===== src/rtl/ad9226_pkg.sv =====
// ad9226_pkg
//   Shared definitions for the AD9226 multi-channel capture block:
//   FSM state encoding, channel-index width helper and frame counter width.
package ad9226_pkg;

    localparam int FRAME_CNT_W = 32;

    typedef enum logic [1:0] {
        ST_IDLE    = 2'd0,
        ST_SETTLE  = 2'd1,
        ST_CAPTURE = 2'd2,
        ST_STREAM  = 2'd3
    } state_e;

    // Width of a channel index; a single channel still needs one bit.
    function automatic int chan_idx_w(input int num_channels);
        return (num_channels > 1) ? $clog2(num_channels) : 1;
    endfunction

endpackage


===== src/rtl/ad9226_multi_capture_sample_edge_sync.sv =====
// sample_edge_sync
//   Brings an asynchronous clock-like signal into the clk domain through a
//   2-FF synchroniser and emits a registered one-cycle pulse per rising edge.
//   The pulse appears 3 clk cycles after the input edge.
// Ports:
//   clk        in   system clock
//   rst        in   asynchronous active-high reset
//   async_in   in   asynchronous input (e.g. ADC sample clock)
//   rise_pulse out  one-cycle pulse per synchronised rising edge
module sample_edge_sync (
    input  logic clk,
    input  logic rst,
    input  logic async_in,
    output logic rise_pulse
);

    logic meta_q, meta_d;
    logic sync_q, sync_d;
    logic prev_q, prev_d;
    logic rise_q, rise_d;

    always_comb begin
        meta_d = async_in;
        sync_d = meta_q;
        prev_d = sync_q;
        rise_d = sync_q & ~prev_q;
    end

    // NOTE: state only changes here, with non-blocking assignments; all next-state
    // logic lives in always_comb so simulation and synthesis cannot disagree.
    always_ff @(posedge clk or posedge rst) begin
        if (rst) begin
            meta_q <= 1'b0;
            sync_q <= 1'b0;
            prev_q <= 1'b0;
            rise_q <= 1'b0;
        end else begin
            meta_q <= meta_d;
            sync_q <= sync_d;
            prev_q <= prev_d;
            rise_q <= rise_d;
        end
    end

    assign rise_pulse = rise_q;

endmodule


===== src/rtl/ad9226_multi_capture.sv =====
// ad9226_multi_capture
//   Waits SETTLE_CYCLES after each synchronised clk_sample rising edge,
//   latches NUM_CHANNELS ADC words and streams them as channel-tagged
//   AXI-Stream beats (tuser = channel, tlast on the last channel).
//   Optional build macro ADC_CAPTURE_AVERAGE_EN: accumulate 2^AVG_LOG2
//   captures per channel and stream the truncated mean instead.
// Ports:
//   clk, rst                    system clock, async active-high reset
//   clk_sample                  ADC sample clock (asynchronous)
//   enable                      capture enable (gates new frames only)
//   data_in                     channel k at [k*ADC_DATA_WIDTH +: ADC_DATA_WIDTH]
//   m_axis_tdata/tuser/tvalid/tlast/tready   AXI-Stream master
//   eoc                         pulse after a frame's last beat is accepted
//   overflow, overflow_clr      sticky dropped-edge flag and its clear
//   frame_count                 frames emitted, wrapping
module ad9226_multi_capture
    import ad9226_pkg::*;
#(
    parameter int ADC_DATA_WIDTH  = 12,
    parameter int NUM_CHANNELS    = 4,
    parameter int AXIS_DATA_WIDTH = 16,
    parameter int SETTLE_CYCLES   = 2,
    parameter int AVG_LOG2        = 2
) (
    input  logic                                   clk,
    input  logic                                   rst,
    input  logic                                   clk_sample,
    input  logic                                   enable,
    input  logic [NUM_CHANNELS*ADC_DATA_WIDTH-1:0] data_in,
    output logic [AXIS_DATA_WIDTH-1:0]             m_axis_tdata,
    output logic [chan_idx_w(NUM_CHANNELS)-1:0]    m_axis_tuser,
    output logic                                   m_axis_tvalid,
    output logic                                   m_axis_tlast,
    input  logic                                   m_axis_tready,
    output logic                                   eoc,
    output logic                                   overflow,
    input  logic                                   overflow_clr,
    output logic [FRAME_CNT_W-1:0]                 frame_count
);

    localparam int W     = ADC_DATA_WIDTH;
    localparam int IDX_W = chan_idx_w(NUM_CHANNELS);
    localparam logic [IDX_W-1:0] LAST_IDX    = IDX_W'(NUM_CHANNELS - 1);
    localparam logic [7:0]       SETTLE_LOAD = 8'(SETTLE_CYCLES);

    if (NUM_CHANNELS < 1 || NUM_CHANNELS > 16) begin : g_bad_channels
        $error("NUM_CHANNELS must be 1..16");
    end
    if (AXIS_DATA_WIDTH < ADC_DATA_WIDTH) begin : g_bad_axis_width
        $error("AXIS_DATA_WIDTH must be >= ADC_DATA_WIDTH");
    end
    if (SETTLE_CYCLES < 0 || SETTLE_CYCLES > 255) begin : g_bad_settle
        $error("SETTLE_CYCLES must be 0..255");
    end
    if (AVG_LOG2 < 0 || AVG_LOG2 > 8) begin : g_bad_avg
        $error("AVG_LOG2 must be 0..8");
    end

    logic sample_edge;

    sample_edge_sync u_sample_edge_sync (
        .clk        (clk),
        .rst        (rst),
        .async_in   (clk_sample),
        .rise_pulse (sample_edge)
    );

    state_e                 state_q, state_d;
    logic [7:0]             settle_q, settle_d;
    logic [IDX_W-1:0]       idx_q, idx_d;
    logic                   overflow_q, overflow_d;
    logic                   eoc_q, eoc_d;
    logic [FRAME_CNT_W-1:0] frame_cnt_q, frame_cnt_d;
    logic [W-1:0]           beat_word;

`ifdef ADC_CAPTURE_AVERAGE_EN
    localparam int ACC_W     = W + AVG_LOG2;
    localparam int AVG_CNT_W = (AVG_LOG2 > 0) ? AVG_LOG2 : 1;
    localparam logic [AVG_CNT_W-1:0] AVG_LAST = AVG_CNT_W'((1 << AVG_LOG2) - 1);

    logic [ACC_W-1:0]     acc_q [NUM_CHANNELS];
    logic [ACC_W-1:0]     acc_d [NUM_CHANNELS];
    logic [AVG_CNT_W-1:0] avg_cnt_q, avg_cnt_d;
`else
    logic [W-1:0]         cap_q [NUM_CHANNELS];
    logic [W-1:0]         cap_d [NUM_CHANNELS];
`endif

    always_comb begin
        // NOTE: every variable gets a default before the case so no path leaves
        // one unassigned; a missing default here would infer a latch.
        state_d     = state_q;
        settle_d    = settle_q;
        idx_d       = idx_q;
        eoc_d       = 1'b0;
        frame_cnt_d = frame_cnt_q;
`ifdef ADC_CAPTURE_AVERAGE_EN
        acc_d       = acc_q;
        avg_cnt_d   = avg_cnt_q;
`else
        cap_d       = cap_q;
`endif

        unique case (state_q)
            ST_IDLE: begin
                if (sample_edge && enable) begin
                    if (SETTLE_CYCLES == 0) begin
                        state_d = ST_CAPTURE;
                    end else begin
                        state_d  = ST_SETTLE;
                        settle_d = SETTLE_LOAD;
                    end
                end
            end
            ST_SETTLE: begin
                // Leaving on the count of 1 keeps exactly SETTLE_CYCLES cycles in SETTLE.
                if (settle_q <= 8'd1) begin
                    state_d  = ST_CAPTURE;
                    settle_d = 8'd0;
                end else begin
                    settle_d = settle_q - 8'd1;
                end
            end
            ST_CAPTURE: begin
                idx_d = '0;
`ifdef ADC_CAPTURE_AVERAGE_EN
                for (int ch = 0; ch < NUM_CHANNELS; ch++) begin
                    acc_d[ch] = acc_q[ch] + ACC_W'(data_in[ch*W +: W]);
                end
                if (avg_cnt_q == AVG_LAST) begin
                    state_d   = ST_STREAM;
                    avg_cnt_d = '0;
                end else begin
                    state_d   = ST_IDLE;
                    avg_cnt_d = avg_cnt_q + 1'b1;
                end
`else
                for (int ch = 0; ch < NUM_CHANNELS; ch++) begin
                    cap_d[ch] = data_in[ch*W +: W];
                end
                state_d = ST_STREAM;
`endif
            end
            ST_STREAM: begin
                if (m_axis_tready) begin
                    if (idx_q == LAST_IDX) begin
                        state_d     = ST_IDLE;
                        idx_d       = '0;
                        eoc_d       = 1'b1;
                        frame_cnt_d = frame_cnt_q + 32'd1;
`ifdef ADC_CAPTURE_AVERAGE_EN
                        for (int ch = 0; ch < NUM_CHANNELS; ch++) begin
                            acc_d[ch] = '0;
                        end
`endif
                    end else begin
                        idx_d = idx_q + 1'b1;
                    end
                end
            end
            default: state_d = ST_IDLE;
        endcase

        // A set in the same cycle as a clear wins.
        if (sample_edge && enable && state_q != ST_IDLE) begin
            overflow_d = 1'b1;
        end else if (overflow_clr) begin
            overflow_d = 1'b0;
        end else begin
            overflow_d = overflow_q;
        end
    end

    always_ff @(posedge clk or posedge rst) begin
        if (rst) begin
            state_q     <= ST_IDLE;
            settle_q    <= 8'd0;
            idx_q       <= '0;
            overflow_q  <= 1'b0;
            eoc_q       <= 1'b0;
            frame_cnt_q <= '0;
            // NOTE: the per-channel storage is reset too: it is only a handful of
            // flops, and a cleared accumulator is required before the first frame.
`ifdef ADC_CAPTURE_AVERAGE_EN
            avg_cnt_q   <= '0;
            for (int ch = 0; ch < NUM_CHANNELS; ch++) acc_q[ch] <= '0;
`else
            for (int ch = 0; ch < NUM_CHANNELS; ch++) cap_q[ch] <= '0;
`endif
        end else begin
            state_q     <= state_d;
            settle_q    <= settle_d;
            idx_q       <= idx_d;
            overflow_q  <= overflow_d;
            eoc_q       <= eoc_d;
            frame_cnt_q <= frame_cnt_d;
`ifdef ADC_CAPTURE_AVERAGE_EN
            avg_cnt_q   <= avg_cnt_d;
            acc_q       <= acc_d;
`else
            cap_q       <= cap_d;
`endif
        end
    end

`ifdef ADC_CAPTURE_AVERAGE_EN
    assign beat_word = W'(acc_q[idx_q] >> AVG_LOG2);
`else
    assign beat_word = cap_q[idx_q];
`endif

    // Outputs are decoded from registered state, so an asynchronous reset
    // drops tvalid immediately and holds tdata/tuser/tlast during a stall.
    assign m_axis_tvalid = (state_q == ST_STREAM);
    assign m_axis_tdata  = m_axis_tvalid ? AXIS_DATA_WIDTH'(beat_word) : '0;
    assign m_axis_tuser  = idx_q;
    assign m_axis_tlast  = m_axis_tvalid && (idx_q == LAST_IDX);
    assign eoc           = eoc_q;
    assign overflow      = overflow_q;
    assign frame_count   = frame_cnt_q;

endmodule

===== config.mk =====
export PLATFORM = sky130hd
export DESIGN_NAME = ad9226_multi_capture
export DESIGN_NICKNAME = d
export VERILOG_FILES = /design/src/rtl/ad9226_pkg.sv /design/src/rtl/ad9226_multi_capture_sample_edge_sync.sv /design/src/rtl/ad9226_multi_capture.sv
export SDC_FILE = /design/constraint.sdc
export NUM_CORES = 1
export LEC_CHECK = 0
export BUFFER_PORTS_ARGS = -buffer_cell sky130_fd_sc_hd__buf_4
export CAP_MARGIN = 20
export CORE_UTILIZATION = 42
export CTS_CLUSTER_SIZE = 14
export DETAILED_ROUTE_END_ITERATION = 7
export PLACE_DENSITY = 0.65
export SYNTH_ARGS = -nofsm -noshare
export SYNTH_HDL_FRONTEND = slang
export SYNTH_SLANG_ARGS = --single-unit

===== constraint.sdc =====
create_clock -name clk -period 4.11 [get_ports clk]
set_clock_uncertainty 0.2 [all_clocks]
set_input_delay 0.6165 -clock clk [delete_from_list [all_inputs] [get_ports clk]]
set_output_delay 0.6165 -clock clk [all_outputs]
set_load 0.05 [all_outputs]

==> results.txt <==
----------------------------------------------------
[Status]
  Outcome ... finished clean

[Setup path]
  Critical path origin ... m_axis_tuser[0]$_DFFE_PP0P_
  CP Launch Type ... register
  Path type of the worst setup path ... reg2out
  Termination of the worst setup path ... m_axis_tdata[6]
  Reg-to-reg critical path endpoint ... frame_count[13]$_DFFE_PP0P_
  Start of the worst register-to-register path ... state_q[1]$_DFFE_PP0P_
  Required time at the endpoint of the critical path ... 3290 ps
  Largest fanout on the critical path ... 9
  Slack of the worst reg-to-reg path ... 1320 ps
  Data arrival time of the critical path ... 2170 ps
  Capturing element type of the critical path ... output pin
  FF-to-FF path depth ... 6

[Route]
  Vias per Instance ... 5.13
  Residual antenna-violating net count after detailed routing ... 0
  Vias after detailed routing ... 3046
  Post-detailed-route wirelength per cell ... 15.6 um
  DRC Markers ... 0
  Total Routed Length ... 9.25 mm
  Drt first pass iters ... 4
  Iter 0 DRT Violations ... 92

[Global routing]
  First-pass GRT wire length ... 15.5 mm
  Largest net degree at the start of global routing ... 51
  Total grt overflow ... 0
  Antenna violations before repair ... 0
  Vias in the first global route ... 3127
  Global Route Usage Sum ... 17.7%

[CTS]
  Post-CTS resize count ... 0
  Insertion delay of the later-clocked pin in the worst-skew pair ... 350 ps
  CTS sink cnt ... 98
  Number of buffers inserted during clock tree synthesis ... 9
  Clock root buffer ... sky130_fd_sc_hd__clkbuf_8
  Clock-pin slew on the worst setup and hold paths ... 100 ps
  Setup fix buffers added after clock tree synthesis ... 0
  Clock tree from TritonCTS ... done
  Hold buffers post-CTS ... 0
  Maximum count of clock buffers along a single path ... 2
  Depth of the CTS H-tree ... 3

[Power]
  Peak supply drop ... 0.000382 V
  Leak pwr ... 2.59 nW
  Power Dens Cells ... 643 nW/um2

[Cells and area]
  Final antenna diode count ... 0
  Area Growth Syn to Fin ... 25.3%
  Share of cells above drive strength 1 ... 43.4%
  Most common cell after layout, fill and taps aside ... sky130_fd_sc_hd__buf_4
  Fill count ... 924
  Non-Filler Cell Area, Final ... 5650 um2
  Leading cell types in the layout, fill and taps excluded ... sky130_fd_sc_hd__buf_4, sky130_fd_sc_hd__dfrtp_1, sky130_fd_sc_hd__mux2_2
  Core utilization of the finished layout ... 54.5%
  Final standard cell count with taps included and fillers excluded ... 594
  NumNets Final ... 515

[Floorplan]
  Starting density of the core ... 43.4%
  Die boundary width ... 106 um
  Height of the die ... 106 um
  Num ports ... 108
  Core box area ... 10400 um2
  Rows ... 37
  Die outline area ... 11100 um2

[STA]
  Sum of negative setup slack ... 0 ps
  Setup repair after global routing missed its margin ... no
  Finish-stage setup viols ... 0
  Upper clock frequency limit ... 0.335 GHz
  Final clock period utilization by the worst path ... 72.7%
  Min Tclk post-route ... 2990 ps
  Max Slew Vio Count ... 0
  Relative slew slack ... 49.7%
  Transition at the pin with the smallest max-transition slack ... 752 ps
  Final hold violations ... 0

[Placed design]
  Total placed cells including tap cells ... 577
  Last weighted congestion value of the routability-driven placer ... 0.766
  Placed Instance Area ... 5430 um2
  Estimated wirelength of the detail-placed design ... 6.81 mm
  Port Buffers ... 103

[Min path]
  Min-Delay Path Class ... in2async

[Synth]
  Yosys reg bits ... 98
  Post-synthesis cell area ... 4510 um2
  Post-Syn Area per Cell ... 13.0 um2
  Proportion of register bits with asynchronous set or reset after synthesis ... 100%
  Synthesized instance count ... 346
  Primary FF master, synth ... sky130_fd_sc_hd__dfrtp_1
  Total of warnings raised by yosys ... 0
  EDFF count, synth ... 0
  Unique cell type count in the Yosys netlist ... 44
  Portion of the post-synthesis area used by sequential elements ... 54.4%

[Flow run]
  Max cap viols ... 0

----------------------------------------------------
area by class of cell:
cell class / instances / area, um2 / share of cell area, %
Sequential cell: 98 / 2450 / 43.4
Multi-Input combinational cell: 226 / 1960 / 34.7
Timing Repair Buffer: 111 / 846 / 15.0
Tap cell: 136 / 170 / 3.01
Clock buffer: 10 / 128 / 2.26
Clock inverter: 6 / 65.1 / 1.15
Inverter: 7 / 28.8 / 0.510
routing by layer:
metal | wire length, um | up-vias | global-route usage (%)
li1 | - | 1450 | -
met1 | 4100 | 1515 | 23.0
met2 | 4660 | 67 | 29.4
met3 | 293 | 14 | 2.66
met4 | 207 | 0 | 7.94
met5 | 0 | - | 0
synth_stat cells, types with 2 or more instances:
| master | number | area [um2] |
|---|---|---|
| sky130_fd_sc_hd__dfrtp_1 | 98 | 2450 |
| sky130_fd_sc_hd__mux2_2 | 50 | 563 |
| sky130_fd_sc_hd__xnor2_1 | 29 | 254 |
| sky130_fd_sc_hd__nand4_1 | 18 | 113 |
| sky130_fd_sc_hd__and2_1 | 16 | 100 |
| sky130_fd_sc_hd__nor2_1 | 16 | 60.1 |
| sky130_fd_sc_hd__nand2_1 | 14 | 52.6 |
| sky130_fd_sc_hd__mux4_2 | 12 | 270 |
| sky130_fd_sc_hd__clkbuf_1 | 11 | 41.3 |
| sky130_fd_sc_hd__ha_1 | 8 | 100 |
| sky130_fd_sc_hd__nand3_1 | 8 | 40.0 |
| sky130_fd_sc_hd__and3_1 | 7 | 43.8 |
| sky130_fd_sc_hd__inv_1 | 7 | 26.3 |
| sky130_fd_sc_hd__xor2_1 | 7 | 61.3 |
| sky130_fd_sc_hd__nor4_1 | 6 | 37.5 |
| sky130_fd_sc_hd__buf_4 | 4 | 30.0 |
| sky130_fd_sc_hd__o31ai_1 | 3 | 22.5 |
| sky130_fd_sc_hd__buf_1 | 2 | 7.51 |
| sky130_fd_sc_hd__nand2b_1 | 2 | 12.5 |
| sky130_fd_sc_hd__nor3_1 | 2 | 10.0 |
| sky130_fd_sc_hd__o21ai_0 | 2 | 10.0 |
| sky130_fd_sc_hd__or4_4 | 2 | 22.5 |
kinds of logic (layout without fill, tap and decap cells):
family | after synthesis | after routing | synth area share (%)
fa+ha+maj | 8 | 8 | 2.22
buf+inv | 25 | 134 | 2.44
flops | 98 | 98 | 54.4
simple gates | 100 | 100 | 12.4
other cells | 1 | 4 | 0.0832
mux | 64 | 64 | 19.1
xor+xnor | 36 | 36 | 7.00
compound gates | 14 | 14 | 2.33
worst max-delay path, cell delays in order, from the launching register on:
cell	delay (ps)
sky130_fd_sc_hd__dfrtp_1	660
sky130_fd_sc_hd__buf_4	290
sky130_fd_sc_hd__mux4_2	500
sky130_fd_sc_hd__and2_1	180
sky130_fd_sc_hd__buf_4	190
report_power, final:
group / internal (W) / total [W] / switching, W
Sequential: 0.00127 / 0.00146 / 0.000193
Clock: 0.000283 / 0.000609 / 0.000326
Combinational: 0.000795 / 0.00156 / 0.000765
worst min-delay path by stage:
stage,slack [ps],depth (start not counted),end,start
6_report,90,2,frame_count[14]$_DFFE_PP0P_,rst
5_1_grt,110,2,frame_count[14]$_DFFE_PP0P_,rst
4_1_cts,90,2,frame_count[14]$_DFFE_PP0P_,rst
3_5_place_dp,130,0,u_sample_edge_sync.prev_d$_DFF_PP0_,u_sample_edge_sync.meta_q$_DFF_PP0_
3_3_place_gp,130,0,u_sample_edge_sync.prev_d$_DFF_PP0_,u_sample_edge_sync.meta_q$_DFF_PP0_
2_1_floorplan,130,0,u_sample_edge_sync.prev_d$_DFF_PP0_,u_sample_edge_sync.meta_q$_DFF_PP0_
state kept, by name, summed over array words and instances (netlist names):
| signal | count |
|---|---|
| u_sample_edge_sync.prev_q | 1 |
| u_sample_edge_sync.meta_q | 1 |
| state_q | 2 |
| overflow | 1 |
| m_axis_tuser | 2 |
| u_sample_edge_sync.rise_pulse | 1 |
| eoc | 1 |
| settle_q | 8 |
| cap_q | 48 |
| frame_count | 32 |
| u_sample_edge_sync.prev_d | 1 |
per-stage QoR:
stage               hold WS, ps  power, W  setup slack, ps
finish                     87.4   0.00363             1120
global route                108   0.00385              966
CTS                        93.3   0.00366             1060
detailed placement          135   0.00304             1290
global placement            135   0.00299             1390
floorplan                   131   0.00265              731
(Power assumes the default switching activity.)
